## src/rtl/seq_code_lock_pkg.sv

```systemverilog
// Shared types for the sequential code lock.
// Latency: n/a (types and constants only).
// Backpressure: n/a.
package seq_code_lock_pkg;

    typedef enum logic [1:0] {
        ENTRY,
        FAIL,
        UNLOCKED,
        LOCKOUT
    } lock_state_t;

    localparam int TRIES_W = 4;

endpackage

```

## src/rtl/rise_edge_det.sv

```systemverilog
// Rising-edge detector: one-cycle pulse on each low-to-high transition of in.
// Latency: pulse is combinational on the cycle in first goes high.
// Backpressure: none; history resets to 1 so a level held through reset is not an edge.
module rise_edge_det (
    input  logic clk,
    input  logic reset_n,
    input  logic in,
    output logic pulse
);

    logic in_q;
    logic in_d;

    assign in_d  = in;
    assign pulse = in & ~in_q;

    // Remember the previous level of the input every cycle.
    always_ff @(posedge clk or negedge reset_n) begin
        if (!reset_n) begin
            in_q <= 1'b1;
        end else begin
            in_q <= in_d;
        end
    end

endmodule

```

## src/rtl/seq_code_lock.sv

```systemverilog
// Sequential N-digit code lock with retry counting, timed lockout and clear.
// Latency: every output is registered and updates on the edge that detects the press.
// Backpressure: none; presses are ignored while unlocked or locked out, clear beats a press.
module seq_code_lock
    import seq_code_lock_pkg::*;
#(
    parameter int                          DIGIT_W     = 4,
    parameter int                          N_DIGITS    = 4,
    parameter logic [N_DIGITS*DIGIT_W-1:0] CODE        = 16'h1234,
    parameter int                          MAX_TRIES   = 3,
    parameter int                          LOCK_CYCLES = 50_000_000
) (
    input  logic                              clk,
    input  logic                              reset_n,
    input  logic [DIGIT_W-1:0]                digit_in,
    input  logic                              enter,
    input  logic                              clear,
    output logic                              unlocked,
    output logic                              fail,
    output logic                              locked_out,
    output logic [$clog2(N_DIGITS+1)-1:0]     digits_entered,
    output logic [TRIES_W-1:0]                tries_left
);

    localparam int DE_W  = $clog2(N_DIGITS + 1);
    localparam int CNT_W = $clog2(LOCK_CYCLES + 1);

    localparam logic [TRIES_W-1:0] TRIES_MAX  = TRIES_W'(MAX_TRIES);
    localparam logic [TRIES_W-1:0] TRIES_ONE  = TRIES_W'(1);
    localparam logic [DE_W-1:0]    LAST_IDX   = DE_W'(N_DIGITS - 1);
    localparam logic [CNT_W-1:0]   LOCK_LAST  = CNT_W'(LOCK_CYCLES - 1);

    lock_state_t         state_q,    state_d;
    logic [DE_W-1:0]     digits_q,   digits_d;
    logic [TRIES_W-1:0]  tries_q,    tries_d;
    logic                mism_q,     mism_d;
    logic [CNT_W-1:0]    cnt_q,      cnt_d;
    logic                unlocked_q, unlocked_d;
    logic                fail_q,     fail_d;
    logic                locked_q,   locked_d;

    logic                press;
    logic [DIGIT_W-1:0]  exp_digit;
    logic                digit_bad;
    logic                last_digit;

    rise_edge_det u_enter_edge (
        .clk     (clk),
        .reset_n (reset_n),
        .in      (enter),
        .pulse   (press)
    );

    // Select the code digit expected at the current position, MS digit first.
    always_comb begin
        exp_digit = '0;
        for (int i = 0; i < N_DIGITS; i++) begin
            if (digits_q == DE_W'(i)) begin
                exp_digit = CODE[(N_DIGITS-1-i)*DIGIT_W +: DIGIT_W];
            end
        end
    end

    assign digit_bad  = (digit_in != exp_digit);
    assign last_digit = (digits_q == LAST_IDX);

    // Next-state logic: digit entry, attempt evaluation, clear and lockout timing.
    always_comb begin
        state_d    = state_q;
        digits_d   = digits_q;
        tries_d    = tries_q;
        mism_d     = mism_q;
        cnt_d      = cnt_q;
        unlocked_d = unlocked_q;
        fail_d     = fail_q;
        locked_d   = locked_q;

        case (state_q)
            ENTRY, FAIL: begin
                if (clear) begin
                    // Abandon the partial entry without refunding any tries.
                    state_d  = ENTRY;
                    digits_d = '0;
                    mism_d   = 1'b0;
                    fail_d   = 1'b0;
                end else if (press) begin
                    // A press in FAIL starts a fresh attempt at digit 0.
                    state_d = ENTRY;
                    fail_d  = 1'b0;
                    if (last_digit) begin
                        digits_d = '0;
                        mism_d   = 1'b0;
                        if (!(mism_q || digit_bad)) begin
                            state_d    = UNLOCKED;
                            unlocked_d = 1'b1;
                            tries_d    = TRIES_MAX;
                        end else if (tries_q == TRIES_ONE) begin
                            state_d  = LOCKOUT;
                            locked_d = 1'b1;
                            tries_d  = '0;
                            cnt_d    = '0;
                        end else begin
                            state_d = FAIL;
                            fail_d  = 1'b1;
                            tries_d = tries_q - TRIES_ONE;
                        end
                    end else begin
                        digits_d = digits_q + DE_W'(1);
                        mism_d   = mism_q | digit_bad;
                    end
                end
            end
            UNLOCKED: begin
                if (clear) begin
                    state_d    = ENTRY;
                    unlocked_d = 1'b0;
                    digits_d   = '0;
                    tries_d    = TRIES_MAX;
                end
            end
            LOCKOUT: begin
                if (cnt_q == LOCK_LAST) begin
                    state_d  = ENTRY;
                    locked_d = 1'b0;
                    tries_d  = TRIES_MAX;
                    cnt_d    = '0;
                end else begin
                    cnt_d = cnt_q + CNT_W'(1);
                end
            end
            default: begin
                state_d = ENTRY;
            end
        endcase
    end

    // Register FSM state, counters and all outputs.
    always_ff @(posedge clk or negedge reset_n) begin
        if (!reset_n) begin
            state_q    <= ENTRY;
            digits_q   <= '0;
            tries_q    <= TRIES_MAX;
            mism_q     <= 1'b0;
            cnt_q      <= '0;
            unlocked_q <= 1'b0;
            fail_q     <= 1'b0;
            locked_q   <= 1'b0;
        end else begin
            state_q    <= state_d;
            digits_q   <= digits_d;
            tries_q    <= tries_d;
            mism_q     <= mism_d;
            cnt_q      <= cnt_d;
            unlocked_q <= unlocked_d;
            fail_q     <= fail_d;
            locked_q   <= locked_d;
        end
    end

    assign unlocked       = unlocked_q;
    assign fail           = fail_q;
    assign locked_out     = locked_q;
    assign digits_entered = digits_q;
    assign tries_left     = tries_q;

endmodule

```

## config.mk

```make
export PLATFORM = sky130hd
export DESIGN_NAME = seq_code_lock
export DESIGN_NICKNAME = d
export VERILOG_FILES = /design/src/rtl/seq_code_lock_pkg.sv /design/src/rtl/rise_edge_det.sv /design/src/rtl/seq_code_lock.sv
export SDC_FILE = /design/constraint.sdc
export NUM_CORES = 1
export LEC_CHECK = 0
export CORE_MARGIN = 5
export CORE_UTILIZATION = 60
export CTS_BUF_LIST = sky130_fd_sc_hd__clkbuf_8
export CTS_CLUSTER_DIAMETER = 150
export DETAILED_ROUTE_END_ITERATION = 8
export GPL_ROUTABILITY_DRIVEN = 0
export MAX_ROUTING_LAYER = met4
export PLACE_DENSITY = 0.88
export SETUP_SLACK_MARGIN = 0.1
export SLEW_MARGIN = 0
export SYNTH_ARGS = -nofsm -noshare
export SYNTH_HDL_FRONTEND = slang
export SYNTH_HIERARCHICAL = 1
export SYNTH_SLANG_ARGS = --single-unit
```

## constraint.sdc

```tcl
create_clock -name clk -period 2.7 [get_ports clk]
set_input_delay 0.54 -clock clk [delete_from_list [all_inputs] [get_ports clk]]
set_output_delay 0.54 -clock clk [all_outputs]
set_load 0.01 [all_outputs]
```

==> run metrics, run 1 <==
largest family of logic cells by synthesized area compound AO/OA/AOI/OAI gates; run status completed; Mean Syn Cell Area 8.956 um2; crit share post-route 80.93%; synth top area cells dfrtp_1 (35%), o31ai_1 (7.8%), o21ai_2 (6.0%); cts hold-fix bufs 0; clock tree sinks 40; Yosys reg bits 40; Setup Fix Bufs, Post-CTS 0; Post-Syn Area 2615 um2; fraction of the mapped netlist area in simple logic gates 21.82%; crit path time final 2.185 ns; first-pass GRT wire length 10410 um; routed vias/inst 6.172; max-cap violations 0; post-route ant nets 0; CTS tree built; core area 4294 um2; number of gates resized after cts 0; relative slew slack 40.14%; largest net degree at the start of global routing 41; Crit path required time 2.90 ns; Max VDD drop 0.3269 mV; Initial DRC Count 143; Die H 76.02 um; Post-Synth XOR/XNOR Area 0.6699%; layout cell share with drive strength beyond 1 13.64%; Max Fclk 457.6 MHz; Synth Area in Compound Gates 28.47%; initial antenna violation count 0; Synth top area share 35.41%; top post-synthesis cells by count dfrtp_1 (37), inv_1 (32), o31ai_1 (27), nand2_1 (18), o21ai_2 (18); Routed Wire Length 5803 um; Tot Pwr 1161 uW; hpwl dp 3958 um; number of distinct library cells after synthesis 47; drt first pass iters 4; vias in the first global route 2174; Worst Setup Start Kind register; IO buf count 17; Most used DFF post-synth dfrtp_1; Inserted Diodes 0; WP data arrival 2.38 ns; final hold vios 0; Synth async-reset ratio 100.0%; Clk pin slew, worst setup/hold paths 0.08 ns; die area 5778 um2; setup_tns 0 ns; yosys warns 6; power density cells 398.1 nW/um2; Static Leak 0.001358 uW; routed vias 2222; CTS buffer count 5; Die Wd 76.02 um; DRC viols 0; Root Driver clkbuf_8; post-synthesis mux area share 0%; worst-margin pin slew 0.8980 ns; I/O pins 18; Synth Area in Adders 3.349%; Final setup viols 0; maximum clock insertion buffer count 2; grt ovf 0; nature of the critical path endpoint register; most frequent cell after synthesis dfrtp_1; Hold Path Class in2async; Seq/Total Area, Yosys 38.42%; synth-to-layout area growth 11.48%; Slew Limit Fails 0; Syn Inst Count 292; Synthesized Nets 307; Starting Density 60.90%; Routed WL per cell 16.12 um; WS Path Type reg2reg; Rows 24; R2R setup slack 0.51 ns; all-layer global routing usage 22.02%; RSZ-0062 raised after global routing false; number of flops mapped to enable cells by yosys 0; Worst-Skew Late Latency 0.30 ns; CP max FO 27; Layout Nets 322; H-Tree Depth 2; post-synth top area cell dfrtp_1; Final Skew 0.003986 ns
[report_power, final]
| part | switching, uW | total (uW) | internal (uW) | leakage, uW |
|---|---|---|---|---|
| registers | 9.06 | 619 | 610 | 0.000400 |
| clock network | 208 | 409 | 201 | 0.0000538 |
| logic | 75.9 | 133 | 56.8 | 0.000904 |
[area by class of cell]
cell class | count | area, um2
clock buffers | 6 | 82.58
clock inverters | 2 | 7.507
fillers | 331 | 1379
inverters | 32 | 120.1
multi-input cells | 206 | 1420
flip-flops and latches | 40 | 1005
well taps | 52 | 65.06
repair buffers | 22 | 215.2
[cell usage in the layout (no fill, tap or decap), types with 3 or more instances in the layout]
| master | n |
|---|---|
| dfrtp_1 | 37 |
| inv_1 | 34 |
| o31ai_1 | 27 |
| nand2_1 | 18 |
| o21ai_2 | 18 |
| clkdlybuf4s50_1 | 16 |
| nor2_1 | 15 |
| nand3_1 | 10 |
| nor4_1 | 9 |
| nor3_1 | 9 |
| o21ai_1 | 9 |
| o31a_1 | 8 |
| nand4_1 | 8 |
| and3_1 | 8 |
| a21oi_1 | 8 |
| ha_1 | 7 |
| o21a_1 | 6 |
| clkbuf_8 | 6 |
| o21ai_0 | 5 |
| and2_1 | 5 |
| buf_4 | 4 |
| nand2b_1 | 3 |
| a21o_1 | 3 |
| a31oi_1 | 3 |
| dfstp_2 | 3 |
[layer usage]
| layer | GRT usage (%) | share of wire (%) | vias up |
|---|---|---|---|
| li1 | - | - | 1094 |
| met1 | 29.06 | 45 | 1066 |
| met2 | 34.50 | 49 | 56 |
| met3 | 4.492 | 4.4 | 6 |
| met4 | 6.050 | 1.2 | 0 |
| met5 | - | 0 | - |
[critical path: stages (launching register included)]
cell and delay (ns):
dfrtp_1 0.43, inv_1 0.13, ha_1 0.17, nor2_1 0.06, o31a_1 0.27, nor4b_4 0.47, a211oi_4 0.13, buf_12 0.19
o31ai_1 0.23
[logic make-up after synthesis]
logic type	after synthesis
AND/OR/NAND/NOR	99
buffers and inverters	46
AO/OA/AOI/OAI	98
XOR/XNOR	2
adder cells (fa/ha/maj)	7
flip-flops	40
[metrics by stage]
| stage | cell area, um2 | hold WS [ns] | setup WS [ns] | instances | util [%] |
|---|---|---|---|---|---|
| 2_1_floorplan | 2615 | 0.2444 | 0.6221 | 292 | - |
| 3_3_place_gp | 2825 | 0.4652 | 0.3258 | 352 | 65.79 |
| 3_5_place_dp | 2825 | 0.4662 | 0.2160 | 352 | 65.79 |
| 4_1_cts | 2915 | 0.3839 | 0.5056 | 360 | 67.89 |
| 5_1_grt | 2915 | 0.4356 | 0.3237 | 360 | 67.89 |
| 6_report | 2915 | 0.3670 | 0.5149 | 360 | 67.89 |
[sequential cells by signal, summed over array words and instances (netlist names)]
register           count
tries_left             4
unlocked               1
state_q                2
locked_out             1
digits_entered         3
u_enter_edge/in_q      1
mism_q                 1
cnt_q                 26
fail                   1
[final timing paths]
kind                            depth (start not counted)          to              start
max in group asynchronous                               1   cnt_q[25]            reset_n
worst min register to register                          1  locked_out         locked_out
worst max register to register                          8   cnt_q[11]  digits_entered[0]
worst max-delay path                                    8   cnt_q[11]  digits_entered[0]
worst min-delay path                                    1    cnt_q[0]            reset_n
min in group clk                                        1  locked_out         locked_out
(Power assumes the default switching activity.)
==> run 2, diff against run 1 <==
clock period = 2.2 ns   (was 2.7 ns; I/O delays follow)
==> run 2 against run 1 <==
Sequential share of layout area fell by 2.2 points. First-iteration DRC count up 23%. Combinational power rose by 38%. Total power rose by 23%. Register-to-register slack got worse by 0.38 ns. Cell count rose by 3.9%. Wire length increased by 0.59%. Die area did not move. Sequential power grew 23%. Worst setup slack worse by 0.38 ns. Cell area grew 7.2%. Worst hold slack worse by 0.17 ns. Critical path type unchanged.
==> run metrics, run 2 (synthesis results as in run 1) <==
grt ovf 0 (unchanged); max-cap violations 0 (unchanged); run status completed; CP max FO 27 (unchanged); Root Driver clkbuf_8; Die Wd 76.02 um (unchanged); IO buf count 17 (unchanged); I/O pins 18 (unchanged); WS Path Type reg2reg; Final setup viols 0 (unchanged); initial antenna violation count 0 (unchanged); post-route ant nets 0 (unchanged); worst-margin pin slew 0.5060 ns (-0.3920 ns); Register Area 1007 um2 (+0.25%); Inserted Diodes 0 (unchanged); routed vias/inst 6.174 (about the same); Max Fclk 484.2 MHz (+5.8%); synth-to-layout area growth 19.52%; H-Tree Depth 2 (unchanged); CTS tree built; Final Skew 0.001937 ns (-0.002049 ns); Layout Nets 336 (+4.3%); all-layer global routing usage 21.05% (-0.97 points); clock tree sinks 40 (unchanged); maximum clock insertion buffer count 2 (unchanged); GRT busiest layer met2; largest register by flop count cnt_q; WP data arrival 2.26 ns (-0.12 ns); relative slew slack 66.27% (+26 points); Post-Layout Inst Area 3126 um2 (+7.2%); most frequent cells in the layout dfrtp_1 (35), inv_1 (32), nand2_1 (18), o21ai_2 (18); area of the multi-input gates 1519 um2 (+7.0%); CP max-delay cell dfrtp_2; crit path time final 2.065 ns (-0.1197 ns); vias in the first global route 2316 (+6.5%); Max VDD drop 0.4108 mV (+26%); worst-path cell chain inv_2, ha_1, nor2_1, o31a_1, nor4b_4, a211oi_4, buf_12, o31ai_1; Hold Path Class in2async; Worst Setup Start Kind register; Die H 76.02 um (unchanged); grt met1 use 25.27% (-3.8 points); Routed WL per cell 15.61 um (-3.2%); Initial DRC Count 176 (+23%); met3 usage 3.664% (-0.83 points); DRC viols 0 (unchanged); Starting Density 60.90% (unchanged); Fillers 317 (-4.2%); nature of the critical path endpoint register; Worst-Skew Late Latency 0.29 ns (about the same); routed vias 2309 (+3.9%); Static Leak 0.001447 uW (+6.5%); core area 4294 um2 (unchanged); drt first pass iters 4 (unchanged); Crit path required time 2.39 ns (-0.51 ns); Final Util 72.79% (+4.9 points); layout cell share with drive strength beyond 1 25.16% (+12 points); Placed Area 2915 um2 (+3.2%); Rows 24 (unchanged); RSZ-0062 raised after global routing true; Slew Limit Fails 0 (unchanged); CTS buffer count 5 (unchanged); power density cells 458.6 nW/um2 (+15%); Clk pin slew, worst setup/hold paths 0.07 ns (about the same); CP peak stage delay 0.44 ns (-0.03 ns); most common cell after layout, fill and taps aside dfrtp_1; WHS 0.1933 ns (-0.1737 ns); hpwl dp 4123 um (+4.2%); first-pass GRT wire length 10070 um (-3.2%); max reg flops 26 (unchanged); largest net degree at the start of global routing 41 (unchanged); die area 5778 um2 (unchanged); met2 Use GR 35.70% (+1.2 points); Routed Wire Length 5837 um (+0.59%); crit share post-route 93.88% (+13 points); final hold vios 0 (unchanged)
-- run 2: cell count changes in the layout (fill, tap and decap cells not counted), moves of 2 or more --
cell,change
o31ai_2,+17
ha_2,+2
dfrtp_1,-2
ha_1,-2
dfrtp_2,+2
inv_1,-2
o31ai_1,-17
buf_4,+13
inv_2,+2
-- run 2: repair_timing --
action	4_1_cts	5_1_grt
buffers inserted	0	2
resized for setup	0	27
hold buffers	0	0
pin swaps	1	2
endpoints found under the setup margin	5	34
-- run 2: worst max-delay path, delay by kind of cell, from the launching register on --
family	cells	cell delay (ns)
adder cells (fa/ha/maj)	1	0.17
AO/OA/AOI/OAI	3	0.61
AND/OR/NAND/NOR	2	0.48
buffers and inverters	2	0.27
flip-flops	1	0.44
-- run 2: stage by stage --
| step | power (uW) | setup WS, ns | setup TNS, ns | std cells |
|---|---|---|---|---|
| 2_1_floorplan | 874.0 | 0.1221 | 0 | 292 |
| 3_3_place_gp | 944.9 | 0.05854 | 0 | 364 |
| 3_5_place_dp | 951.8 | -0.05782 | -0.1040 | 364 |
| 4_1_cts | 1441 | 0.1139 | 0 | 372 |
| 5_1_grt | 1504 | 0.03494 | 0 | 374 |
| 6_report | 1433 | 0.1346 | 0 | 374 |
-- run 2: routing by layer --
| metal | share of wire (%) | vias up |
|---|---|---|
| li1 | - | 1132 |
| met1 | 44 | 1125 |
| met2 | 51 | 44 |
| met3 | 3.8 | 8 |
| met4 | 1.2 | 0 |
| met5 | 0 | - |
-- run 2: report_power, final --
group / leakage, uW / total, uW / internal [uW] / switching (uW)
logic: 0.000996 / 184 / 86.7 / 97.0
clock network: 0.0000538 / 489 / 246 / 243
registers: 0.000397 / 760 / 749 / 11.1
total: 0.00145 / 1430 / 1080 / 351
-- run 2: path summary, 6_finish.rpt --
kind	startpoint	end	slack, ns	depth (start not counted)
worst min-delay path	reset_n	cnt_q[0]	0.19	2
min in group clk	locked_out	locked_out	0.51	1
worst min register to register	locked_out	locked_out	0.51	1
worst max register to register	digits_entered[0]	cnt_q[20]	0.13	8
worst max-delay path	digits_entered[0]	cnt_q[20]	0.13	8
max in group asynchronous	reset_n	digits_entered[0]	1.62	2
-- run 2: layout make-up --
type | instances | area share [%]
Multi-Input combinational cell | 206 | 48.60
Sequential cell | 40 | 32.23
Clock inverter | 2 | 0.2402
Tap cell | 52 | 2.082
Clock buffer | 6 | 2.642
Inverter | 32 | 3.843
Timing Repair Buffer | 36 | 10.37
==> run 3, diff against run 2 <==
--- a/config.mk
+++ b/config.mk
@@ -7,2 +7,3 @@
 export LEC_CHECK = 0
+export CORE_ASPECT_RATIO = 0.6
 export CORE_MARGIN = 5
--- a/constraint.sdc
+++ b/constraint.sdc
@@ -3,2 +3,2 @@
 set_output_delay 0.44 -clock clk [all_outputs]
-set_load 0.01 [all_outputs]
+set_load 0.05 [all_outputs]
==> run 3 against run 2 <==
Clock-buffer cell count increased by 1. Cell count increased by 5.1%. Wire length rose by 37%. Worst setup slack worse by 0.099 ns. Clock power grew 39%. Fmax down 4.6%. Critical path type unchanged. Highest routed layer unchanged.
==> run metrics, run 3 (synthesis results as in run 1) <==
routed vias/inst 6.601 (+6.9%); Die H 61.14 um (-20%); sequential power share 45.6% (-7.4 points); max reg flops 26 (unchanged); Final Skew 0.005321 ns (+0.003384 ns); Fillers 228 (-28%); Final setup viols 0 (unchanged); CP peak stage delay 0.45 ns (about the same); Inserted Diodes 0 (unchanged); Max VDD drop 0.3904 mV (-5.0%); Max Fclk 462.1 MHz (-4.6%); final hold vios 0 (unchanged); cts hold-fix bufs 0 (unchanged); Clk pwr share 40.7% (+6.6 points); Power Internal 1243 uW (+15%); Layout Nets 347 (+3.3%); IO buf count 17 (unchanged); crit share post-route 98.36% (+4.5 points); largest register by flop count cnt_q; Crit path required time 2.39 ns (about the same); core area 4167 um2 (-3.0%); fin worst setup slack 0.03607 ns (-0.09853 ns); H-Tree Depth 2 (unchanged); grt ovf 0 (unchanged); Worst Setup Start Kind register; layout cell share with drive strength beyond 1 29.73% (+4.6 points); CTS buffer count 5 (unchanged); CP max FO 14 (-48%); largest net degree at the start of global routing 28 (-32%); crit path launch digits_entered[1]; all-layer global routing usage 26.32% (+5.3 points); post-route ant nets 0 (unchanged); maximum clock insertion buffer count 2 (unchanged); combinational share of power 13.7% (+0.9 points); die area 5822 um2 (+0.75%); Routed Wire Length 8015 um (+37%); Worst-Skew Late Latency 0.30 ns (about the same); WHS 0.08289 ns (-0.1104 ns); Clk pin slew, worst setup/hold paths 0.08 ns (about the same); WS Path Type reg2reg; run status completed; Starting Density 62.76% (+1.9 points); hpwl dp 4713 um (+14%); RSZ-0062 raised after global routing true; Reg2Reg Launch Point digits_entered[1]; drt first pass iters 7 (+3); I/O pins 18 (unchanged); synth-to-layout area growth 28.42%; setup_tns 0 ns (unchanged); CTS tree built; Inst Count DP 374 (+2.7%); WP data arrival 2.36 ns (+0.10 ns); most frequent cells in the layout dfrtp_1 (33), inv_1 (30), buf_4 (25); Psw 426.1 uW (+21%); clock tree sinks 40 (unchanged); FF-to-FF End cnt_q[13]; worst-margin pin slew 0.5264 ns (+0.02040 ns); first-pass GRT wire length 11310 um (+12%); relative slew slack 64.80% (-1.5 points); CP Depth 9 (+1); Root Driver clkbuf_8; max-cap violations 0 (unchanged); Slew Limit Fails 0 (unchanged); Net Sw Frac 25.53% (+1.0 points); CP Buf/Inv Count 3 (+1); vias in the first global route 2313 (-0.13%); CP max-delay cell dfrtp_2; nature of the critical path endpoint register; Hold Path Class in2async; CP endpoint cnt_q[13]; Static Leak 0.001559 uW (+7.7%); worst-path cell chain inv_2, ha_2, nor2_4, o31a_1, nor4b_4, buf_4, a211oi_4, buf_12, o31ai_1; CP top delay family compound AO/OA/AOI/OAI gates; R2R setup slack 0.04 ns (-0.10 ns); routed vias 2594 (+12%); Final Util 80.60% (+7.8 points); Initial DRC Count 460 (+160%); non-filler cells, final 393 (+5.1%); R2R cell count 9 (+1); crit path time final 2.164 ns (+0.09853 ns); initial antenna violation count 0 (unchanged); pre-CTS setup slack -0.01161 ns (+0.04621 ns); DRC viols 0 (unchanged); most common cell after layout, fill and taps aside dfrtp_1; Die Wd 95.23 um (+25%); power density cells 497.0 nW/um2 (+8.4%); Rows 18 (-25%); Routed WL per cell 20.39 um (+31%)
[run 3: worst min-delay path by stage]
stage	startpoint	end	slack, ns	cells past startpoint
5_1_grt	reset_n	state_q[0]	0.11	1
2_1_floorplan	reset_n	cnt_q[0]	0.14	0
3_5_place_dp	reset_n	cnt_q[24]	0.42	1
6_report	reset_n	cnt_q[24]	0.08	1
3_3_place_gp	reset_n	cnt_q[24]	0.42	1
4_1_cts	reset_n	state_q[0]	0.11	1
[run 3: power groups by stage]
stage | registers, uW | logic, uW | clock network [uW]
floorplan | 797 | 99.1 | 0
global placement | 774 | 199 | 0
detailed placement | 775 | 206 | 0
CTS | 761 | 210 | 663
global route | 763 | 246 | 706
finish | 762 | 228 | 679
[run 3: timing repair]
| item | 4_1_cts | 5_1_grt |
|---|---|---|
| setup endpoints to repair | 26 | 33 |
| gates cloned | 0 | 3 |
| resized for setup | 3 | 31 |
| buffers inserted | 1 | 7 |
| pin swaps | 1 | 2 |
[run 3: metrics by stage]
step / cell area [um2] / power, uW
floorplan: 2626 / 895.9
global placement: 2964 / 972.9
detailed placement: 2964 / 981.2
CTS: 3102 / 1634
global route: 3358 / 1715
finish: 3358 / 1669
[run 3: per-layer routing]
layer  vias up  GRT usage [%]  share of wire (%)
met4         0          6.160                3.3
met1      1231          35.74                 41
met5         -              -                  0
met2       178          41.49                 46
li1       1146              -                  -
met3        39          4.884                 10
[run 3: cell type report]
class,count,area [um2],area share [%]
clock buffers,7,96.34,2.869
flip-flops and latches,40,1010,30.07
repair buffers,47,455.4,13.56
clock inverters,1,30.03,0.8942
well taps,60,75.07,2.235
inverters,32,120.1,3.577
multi-input cells,206,1572,46.80
